`config.mk`:
```
export PLATFORM = sky130hd
export DESIGN_NAME = arb_mux_flat
export DESIGN_NICKNAME = d
export VERILOG_FILES = /design/src/rtl/arb_mux_pkg.sv /design/src/rtl/arb_mux_if.sv /design/src/rtl/rr_pick.sv /design/src/rtl/arb_mux.sv /design/src/flat_wrapper.sv
export SDC_FILE = /design/constraint.sdc
export NUM_CORES = 1
export LEC_CHECK = 0
export ABC_AREA = 1
export CAP_MARGIN = 20
export CORE_MARGIN = 2
export CORE_UTILIZATION = 37
export CTS_CLUSTER_DIAMETER = 50
export DETAILED_ROUTE_END_ITERATION = 6
export PLACE_DENSITY = 0.8
export REMOVE_ABC_BUFFERS = 1
export SYNTH_ARGS = -nofsm -noshare
export SYNTH_HDL_FRONTEND = slang
export SYNTH_SLANG_ARGS = --single-unit
```
`constraint.sdc`:
```
create_clock -name clk -period 1.9 [get_ports clk]
set_input_delay 0.38 -clock clk [delete_from_list [all_inputs] [get_ports clk]]
set_output_delay 0.38 -clock clk [all_outputs]
set_load 0.01 [all_outputs]
```
`src/rtl/arb_mux_pkg.sv`:
```
// arb_mux_pkg: shared constants and helpers for the arb_mux channel multiplexer.
//   MODE_SEL / MODE_ARB  values of the mode input (explicit select vs. arbitration)
//   DEF_WIDTH / DEF_CHANNELS  default data width and channel count
//   clog2()  constant-foldable ceil(log2(n)) used to size channel indices
package arb_mux_pkg;

  localparam logic MODE_SEL = 1'b0;
  localparam logic MODE_ARB = 1'b1;

  localparam int unsigned DEF_WIDTH    = 8;
  localparam int unsigned DEF_CHANNELS = 4;

  // ceil(log2(n)); returns 0 for n <= 1.
  function automatic int unsigned clog2(input int unsigned n);
    int unsigned r;
    int unsigned v;
    r = 0;
    v = (n > 0) ? n - 1 : 0;
    while (v > 0) begin
      r++;
      v = v >> 1;
    end
    return r;
  endfunction

endpackage

```
`src/rtl/arb_mux_if.sv`:
```
// arb_mux_if: bundle of the arb_mux stream signals.
//   in_data   CHANNELS*WIDTH  channel i at [i*WIDTH +: WIDTH]
//   in_valid  CHANNELS        per-channel beat valid
//   in_ready  CHANNELS        per-channel accept (at most one high)
//   mode      1               0 = select, 1 = arbitrate
//   sel       SEL_W           channel index for select mode
//   out_data  WIDTH           registered output beat
//   out_chan  SEL_W           source channel of the held beat
//   out_valid 1               output register holds a beat
//   out_ready 1               consumer accepts the beat
// Modports: slave = the multiplexer, master = the sources/consumer side.
interface arb_mux_if #(
  parameter int unsigned WIDTH    = arb_mux_pkg::DEF_WIDTH,
  parameter int unsigned CHANNELS = arb_mux_pkg::DEF_CHANNELS
) ();
  import arb_mux_pkg::*;

  localparam int unsigned SEL_W = clog2(CHANNELS);

  logic [CHANNELS*WIDTH-1:0] in_data;
  logic [CHANNELS-1:0]       in_valid;
  logic [CHANNELS-1:0]       in_ready;
  logic                      mode;
  logic [SEL_W-1:0]          sel;
  logic [WIDTH-1:0]          out_data;
  logic [SEL_W-1:0]          out_chan;
  logic                      out_valid;
  logic                      out_ready;

  modport slave (
    input  in_data,
    input  in_valid,
    input  mode,
    input  sel,
    input  out_ready,
    output in_ready,
    output out_data,
    output out_chan,
    output out_valid
  );

  modport master (
    output in_data,
    output in_valid,
    output mode,
    output sel,
    output out_ready,
    input  in_ready,
    input  out_data,
    input  out_chan,
    input  out_valid
  );

endinterface

```
`src/rtl/rr_pick.sv`:
```
// rr_pick: combinational rotating-priority picker.
//   req_i    N      request vector
//   ptr_i    IDX_W  index with highest priority this cycle
//   grant_o  IDX_W  first requesting index at or above ptr_i, wrapping modulo N
//   hit_o    1      at least one request is set
module rr_pick #(
  parameter int unsigned N     = 4,
  parameter int unsigned IDX_W = 2
) (
  input  logic [N-1:0]     req_i,
  input  logic [IDX_W-1:0] ptr_i,
  output logic [IDX_W-1:0] grant_o,
  output logic             hit_o
);

  always_comb begin
    int unsigned idx;
    logic        found;
    idx     = 0;
    found   = 1'b0;
    grant_o = '0;
    for (int unsigned i = 0; i < N; i++) begin
      idx = (32'(ptr_i) + i) % N;
      if (!found && req_i[idx]) begin
        found   = 1'b1;
        grant_o = IDX_W'(idx);
      end
    end
    hit_o = found;
  end

endmodule

```
`src/rtl/arb_mux.sv`:
```
// arb_mux: N-channel registered multiplexer with valid/ready handshakes.
// Routes one of CHANNELS input streams into a one-entry output register, chosen either by
// an explicit select (mode = 0) or by an arbiter (mode = 1).
//   clk   single clock, rising edge
//   rst_  synchronous active-low reset
//   bus   arb_mux_if.slave: in_data/in_valid/in_ready, mode, sel,
//         out_data/out_chan/out_valid/out_ready
// Build option: ARB_MUX_RR_EN
//   defined   - arbitrate mode is round-robin, starting the search at a pointer that
//               advances past each channel granted in arbitrate mode
//   undefined - arbitrate mode is fixed priority (lowest index wins), no pointer state
module arb_mux #(
  parameter int unsigned WIDTH    = arb_mux_pkg::DEF_WIDTH,
  parameter int unsigned CHANNELS = arb_mux_pkg::DEF_CHANNELS
) (
  input  logic     clk,
  input  logic     rst_,
  arb_mux_if.slave bus
);
  import arb_mux_pkg::*;

  localparam int unsigned SEL_W = clog2(CHANNELS);

  logic                load;
  logic                xfer;
  logic                grant_hit;
  logic [SEL_W-1:0]    grant;
  logic [SEL_W-1:0]    arb_grant;
  logic                arb_hit;
  logic [CHANNELS-1:0] in_ready;
  logic [WIDTH-1:0]    grant_data;

  logic                out_valid_q, out_valid_d;
  logic [WIDTH-1:0]    out_data_q, out_data_d;
  logic [SEL_W-1:0]    out_chan_q, out_chan_d;

  // The register can take a new beat when empty or when its beat leaves this cycle.
  assign load = !out_valid_q || bus.out_ready;

`ifdef ARB_MUX_RR_EN
  logic [SEL_W-1:0] ptr_q, ptr_d;

  rr_pick #(
    .N     (CHANNELS),
    .IDX_W (SEL_W)
  ) u_rr_pick (
    .req_i   (bus.in_valid),
    .ptr_i   (ptr_q),
    .grant_o (arb_grant),
    .hit_o   (arb_hit)
  );

  // Only arbitrated transfers rotate priority; select-mode traffic leaves it alone.
  always_comb begin
    ptr_d = ptr_q;
    if (xfer && (bus.mode == MODE_ARB)) begin
      ptr_d = (32'(grant) == CHANNELS - 1) ? '0 : grant + SEL_W'(1);
    end
  end

  always_ff @(posedge clk) begin
    if (!rst_) begin
      ptr_q <= '0;
    end else begin
      ptr_q <= ptr_d;
    end
  end
`else
  // Fixed priority: scan downward so the lowest requesting index is the last write.
  always_comb begin
    arb_grant = '0;
    arb_hit   = 1'b0;
    for (int i = int'(CHANNELS) - 1; i >= 0; i--) begin
      if (bus.in_valid[i]) begin
        arb_grant = SEL_W'(i);
        arb_hit   = 1'b1;
      end
    end
  end
`endif

  // Select mode grants sel whether or not that channel is valid; an index past the last
  // channel (non-power-of-2 CHANNELS) grants nothing.
  always_comb begin
    if (bus.mode == MODE_SEL) begin
      grant     = bus.sel;
      grant_hit = (32'(bus.sel) < CHANNELS);
    end else begin
      grant     = arb_grant;
      grant_hit = arb_hit;
    end
  end

  always_comb begin
    in_ready = '0;
    for (int unsigned i = 0; i < CHANNELS; i++) begin
      in_ready[i] = rst_ && load && grant_hit && (32'(grant) == i);
    end
  end

  assign xfer = |(bus.in_valid & in_ready);

  always_comb begin
    grant_data = '0;
    for (int unsigned i = 0; i < CHANNELS; i++) begin
      if (32'(grant) == i) begin
        grant_data = bus.in_data[i*WIDTH +: WIDTH];
      end
    end
  end

  // A load without a transfer empties the register but keeps the last data/channel.
  always_comb begin
    out_valid_d = out_valid_q;
    out_data_d  = out_data_q;
    out_chan_d  = out_chan_q;
    if (load) begin
      out_valid_d = xfer;
      if (xfer) begin
        out_data_d = grant_data;
        out_chan_d = grant;
      end
    end
  end

  always_ff @(posedge clk) begin
    if (!rst_) begin
      out_valid_q <= 1'b0;
      out_data_q  <= '0;
      out_chan_q  <= '0;
    end else begin
      out_valid_q <= out_valid_d;
      out_data_q  <= out_data_d;
      out_chan_q  <= out_chan_d;
    end
  end

  assign bus.in_ready  = in_ready;
  assign bus.out_valid = out_valid_q;
  assign bus.out_data  = out_data_q;
  assign bus.out_chan  = out_chan_q;

endmodule

```
`src/flat_wrapper.sv`:
```
// flat-port wrapper written by rule: the top's interface ports become plain ports
module arb_mux_flat import arb_mux_pkg::*;
#(
  parameter int unsigned WIDTH    = arb_mux_pkg::DEF_WIDTH,
  parameter int unsigned CHANNELS = arb_mux_pkg::DEF_CHANNELS
)
  (clk, rst_, bus_in_data, bus_in_valid, bus_mode, bus_sel, bus_out_ready, bus_in_ready, bus_out_data, bus_out_chan, bus_out_valid);
  arb_mux_if #(.WIDTH(WIDTH), .CHANNELS(CHANNELS)) bus_i ();
  input  logic clk;
  input  logic rst_;
  input wire logic [$bits(bus_i.in_data)-1:0] bus_in_data;
  input wire logic [$bits(bus_i.in_valid)-1:0] bus_in_valid;
  input wire logic [$bits(bus_i.mode)-1:0] bus_mode;
  input wire logic [$bits(bus_i.sel)-1:0] bus_sel;
  input wire logic [$bits(bus_i.out_ready)-1:0] bus_out_ready;
  output wire logic [$bits(bus_i.in_ready)-1:0] bus_in_ready;
  output wire logic [$bits(bus_i.out_data)-1:0] bus_out_data;
  output wire logic [$bits(bus_i.out_chan)-1:0] bus_out_chan;
  output wire logic [$bits(bus_i.out_valid)-1:0] bus_out_valid;
  assign bus_i.in_data = bus_in_data;
  assign bus_i.in_valid = bus_in_valid;
  assign bus_i.mode = bus_mode;
  assign bus_i.sel = bus_sel;
  assign bus_i.out_ready = bus_out_ready;
  assign bus_in_ready = bus_i.in_ready;
  assign bus_out_data = bus_i.out_data;
  assign bus_out_chan = bus_i.out_chan;
  assign bus_out_valid = bus_i.out_valid;
  arb_mux #(.WIDTH(WIDTH), .CHANNELS(CHANNELS)) u_core (.clk(clk), .rst_(rst_), .bus(bus_i));
endmodule
```
==> results.cfg <==
[sta]
rsz0062_at_grt = no
fin_hold_ws_ps = 489
drv_slew = 0
worst_slew_pin_slew_ps = 391
period_share_pct = 95.5
clock_skew_ps = 6.81
setup_viol = 0
max_freq_mhz = 551
finalHoldViolations = 0
finalCriticalPeriod_ps = 1820
maxSlewHeadroom_pct = 73.9

[detailed_routing]
wl_um = 3330
first_pass_iters = 6
vias_per_cell = 4.83
drtIter0Drc = 15
wire_per_inst_um = 12.6
drc = 0
num_vias = 1274
final_antenna_net_count = 0

[cells_and_area]
diodes = 0
layout.nets = 277
area_growth_pct = 94.2
final_core_util_pct = 73.9
drive_gt1_share_pct = 31.6
fin_area_um2 = 1800

[critical_path]
rr_startpoint = u_core.bus.out_valid
end_kind = primary output
crit_path_start_kind = input pin
worst-path-max-fanout = 4
crit_arrival_ps = 1440
required_ps = 1520
reg2regPathDepth = 12
r2r_slack_ps = 400
startpoint = bus_mode
worstSetupPathType = input pin to primary output

[logic_synthesis]
ys_ff_latch = 11
synth.area.top_cells = dfxtp_1 (24%), nand2_1 (19%), nor2_1 (10%)
synth_async_sr_flop_share_pct = 0
synth_seq_area_share_pct = 23.8
synth_enable_flop_cells = 0
yosysTopAreaCellShare_pct = 23.8
ys.flop_type = dfxtp_1
netlist_instances = 148
synth.most_common_cell = nand2_1
ys_types = 23
yosysWarnings = 0
synthTopCellsByCount = nand2_1 (46), nor2_1 (25), nand3_1 (14), inv_1 (12), dfxtp_1 (11)
yosys.area.top_type = dfxtp_1
syn_area_um2 = 926
avgSynthCellArea_um2 = 6.26

[flow_run]
cap_violations = 0

[clocking]
ctsHoldBuffers = 0
cts_sinks = 11
cts_tree = done
clockRootBuffer = clkbuf_4
cts_max_path_buffers = 2
numCtsBuffers = 3
clk_pin_slew_worst_paths_ps = 80
worst_skew_pair.late_latency_ps = 280
htreeDepth = 1

[global_route]
grt_pass1_wl_um = 4990
grt_max_degree = 12
globalRouteTotalUtil_pct = 23.9
antenna_found_initial = 0
grt.overflow.total = 0
grt_pass1_vias = 1210

[power_and_ir_drop]
power.density_nw_per_um2 = 481
peakVddDrop_v = 0.000558
p_leak_nw = 0.888

[die]
die_area_um2 = 2920
die_w_um = 54.0
core-area_um2 = 2430
initial_utilization_pct = 38.1
die_y_um = 54.0
rows = 18
io_pins = 57

[status]
outcome = finished, final reports clean

[placed_design]
dpl-instance-area_um2 = 1700
place_hpwl_um = 2540
gp_congestion = 0.825
port_buffers = 56

[min_path]
hold_depth = 2
hp-class = flip-flop to flip-flop
holdCritStartpoint = u_core.bus.out_data[7]
critical path, cell delays in order:
cell	delay (ps)
dlygate4sd2_1	250
buf_4	140
nand3_1	100
nor2_2	60
nor2_4	130
inv_2	60
nor3_2	150
buf_2	160
what timing repair did:
action,CTS,global route
buffers inserted,3,1
gates cloned,0,1
pin swaps,4,8
resized for setup,28,15
setup endpoints to repair,13,11
final cells by class:
cell class / instances / area [um^2]
inverter: 18 / 70.1
sequential: 11 / 220
fill: 198 / 634
tap: 30 / 37.5
clock buffer: 4 / 26.3
timing repair buffer: 83 / 766
multi-input combinational: 118 / 678
layout by cell type (no fill, tap or decap):
| master | synthesis | routed |
|---|---|---|
| a21boi_1 | 1 | 1 |
| a21oi_4 | 1 | 1 |
| buf_12 | 0 | 1 |
| buf_2 | 0 | 4 |
| buf_4 | 1 | 24 |
| buf_6 | 0 | 2 |
| clkbuf_1 | 0 | 1 |
| clkbuf_4 | 0 | 3 |
| clkdlybuf4s15_1 | 0 | 1 |
| clkdlybuf4s50_1 | 0 | 44 |
| dfxtp_1 | 11 | 11 |
| dlygate4sd2_1 | 0 | 4 |
| dlymetal6s2s_1 | 0 | 3 |
| inv_1 | 12 | 10 |
| inv_2 | 6 | 7 |
| inv_4 | 0 | 1 |
| nand2_1 | 46 | 41 |
| nand2_2 | 4 | 8 |
| nand2_4 | 3 | 5 |
| nand2_8 | 1 | 1 |
| nand3_1 | 14 | 12 |
| nand3_2 | 2 | 4 |
| nand3_4 | 1 | 1 |
| nand4_1 | 4 | 4 |
| nor2_1 | 25 | 24 |
| nor2_2 | 1 | 2 |
| nor2_4 | 4 | 4 |
| nor2_8 | 1 | 1 |
| nor3_2 | 0 | 2 |
| o211a_1 | 1 | 1 |
| o21ai_0 | 3 | 3 |
| or2_2 | 3 | 3 |
routing by layer:
metal | track usage [%] | wire (um) | up-vias
met3 | 6.39 | 213 | 6
met2 | 47.8 | 1760 | 43
met1 | 24.7 | 1310 | 591
met5 | 0 | 0 | -
met4 | 3.75 | 49 | 0
li1 | - | - | 634
cells by family after synthesis:
family / Yosys count / share of synthesized area (%)
and+or+nand+nor: 111 / 62.4
buffers and inverters: 20 / 8.51
DFF: 11 / 23.8
AOI/OAI and AO/OA: 6 / 5.27
through the flow:
step	std cells	TNS, ps	setup slack (ps)	power, mW
after floorplan	146	0	407	0.448
after global placement	255	-4770	-468	0.671
after detailed placement	255	-5740	-578	0.684
after CTS	262	0	5.90	0.855
after global routing	264	0	2.04	0.920
final	264	0	84.7	0.865
worst paths after layout:
check                                         endpoint
worst max-delay path                   bus_in_ready[1]
worst min-delay path            u_core.bus.out_data[7]
worst max register to register  u_core.bus.out_data[2]
worst min register to register  u_core.bus.out_data[7]
registers in the layout, summed over array words and instances (netlist names):
signal	count
u_core.bus.out_valid	1
u_core.bus.out_data	8
u_core.bus.out_chan	2
report_power, final:
part | internal (mW) | switching, mW
registers | 0.255 | 0.0121
logic | 0.233 | 0.199
clock network | 0.0814 | 0.0848
Note: power is estimated with default switching activity, not from simulation.
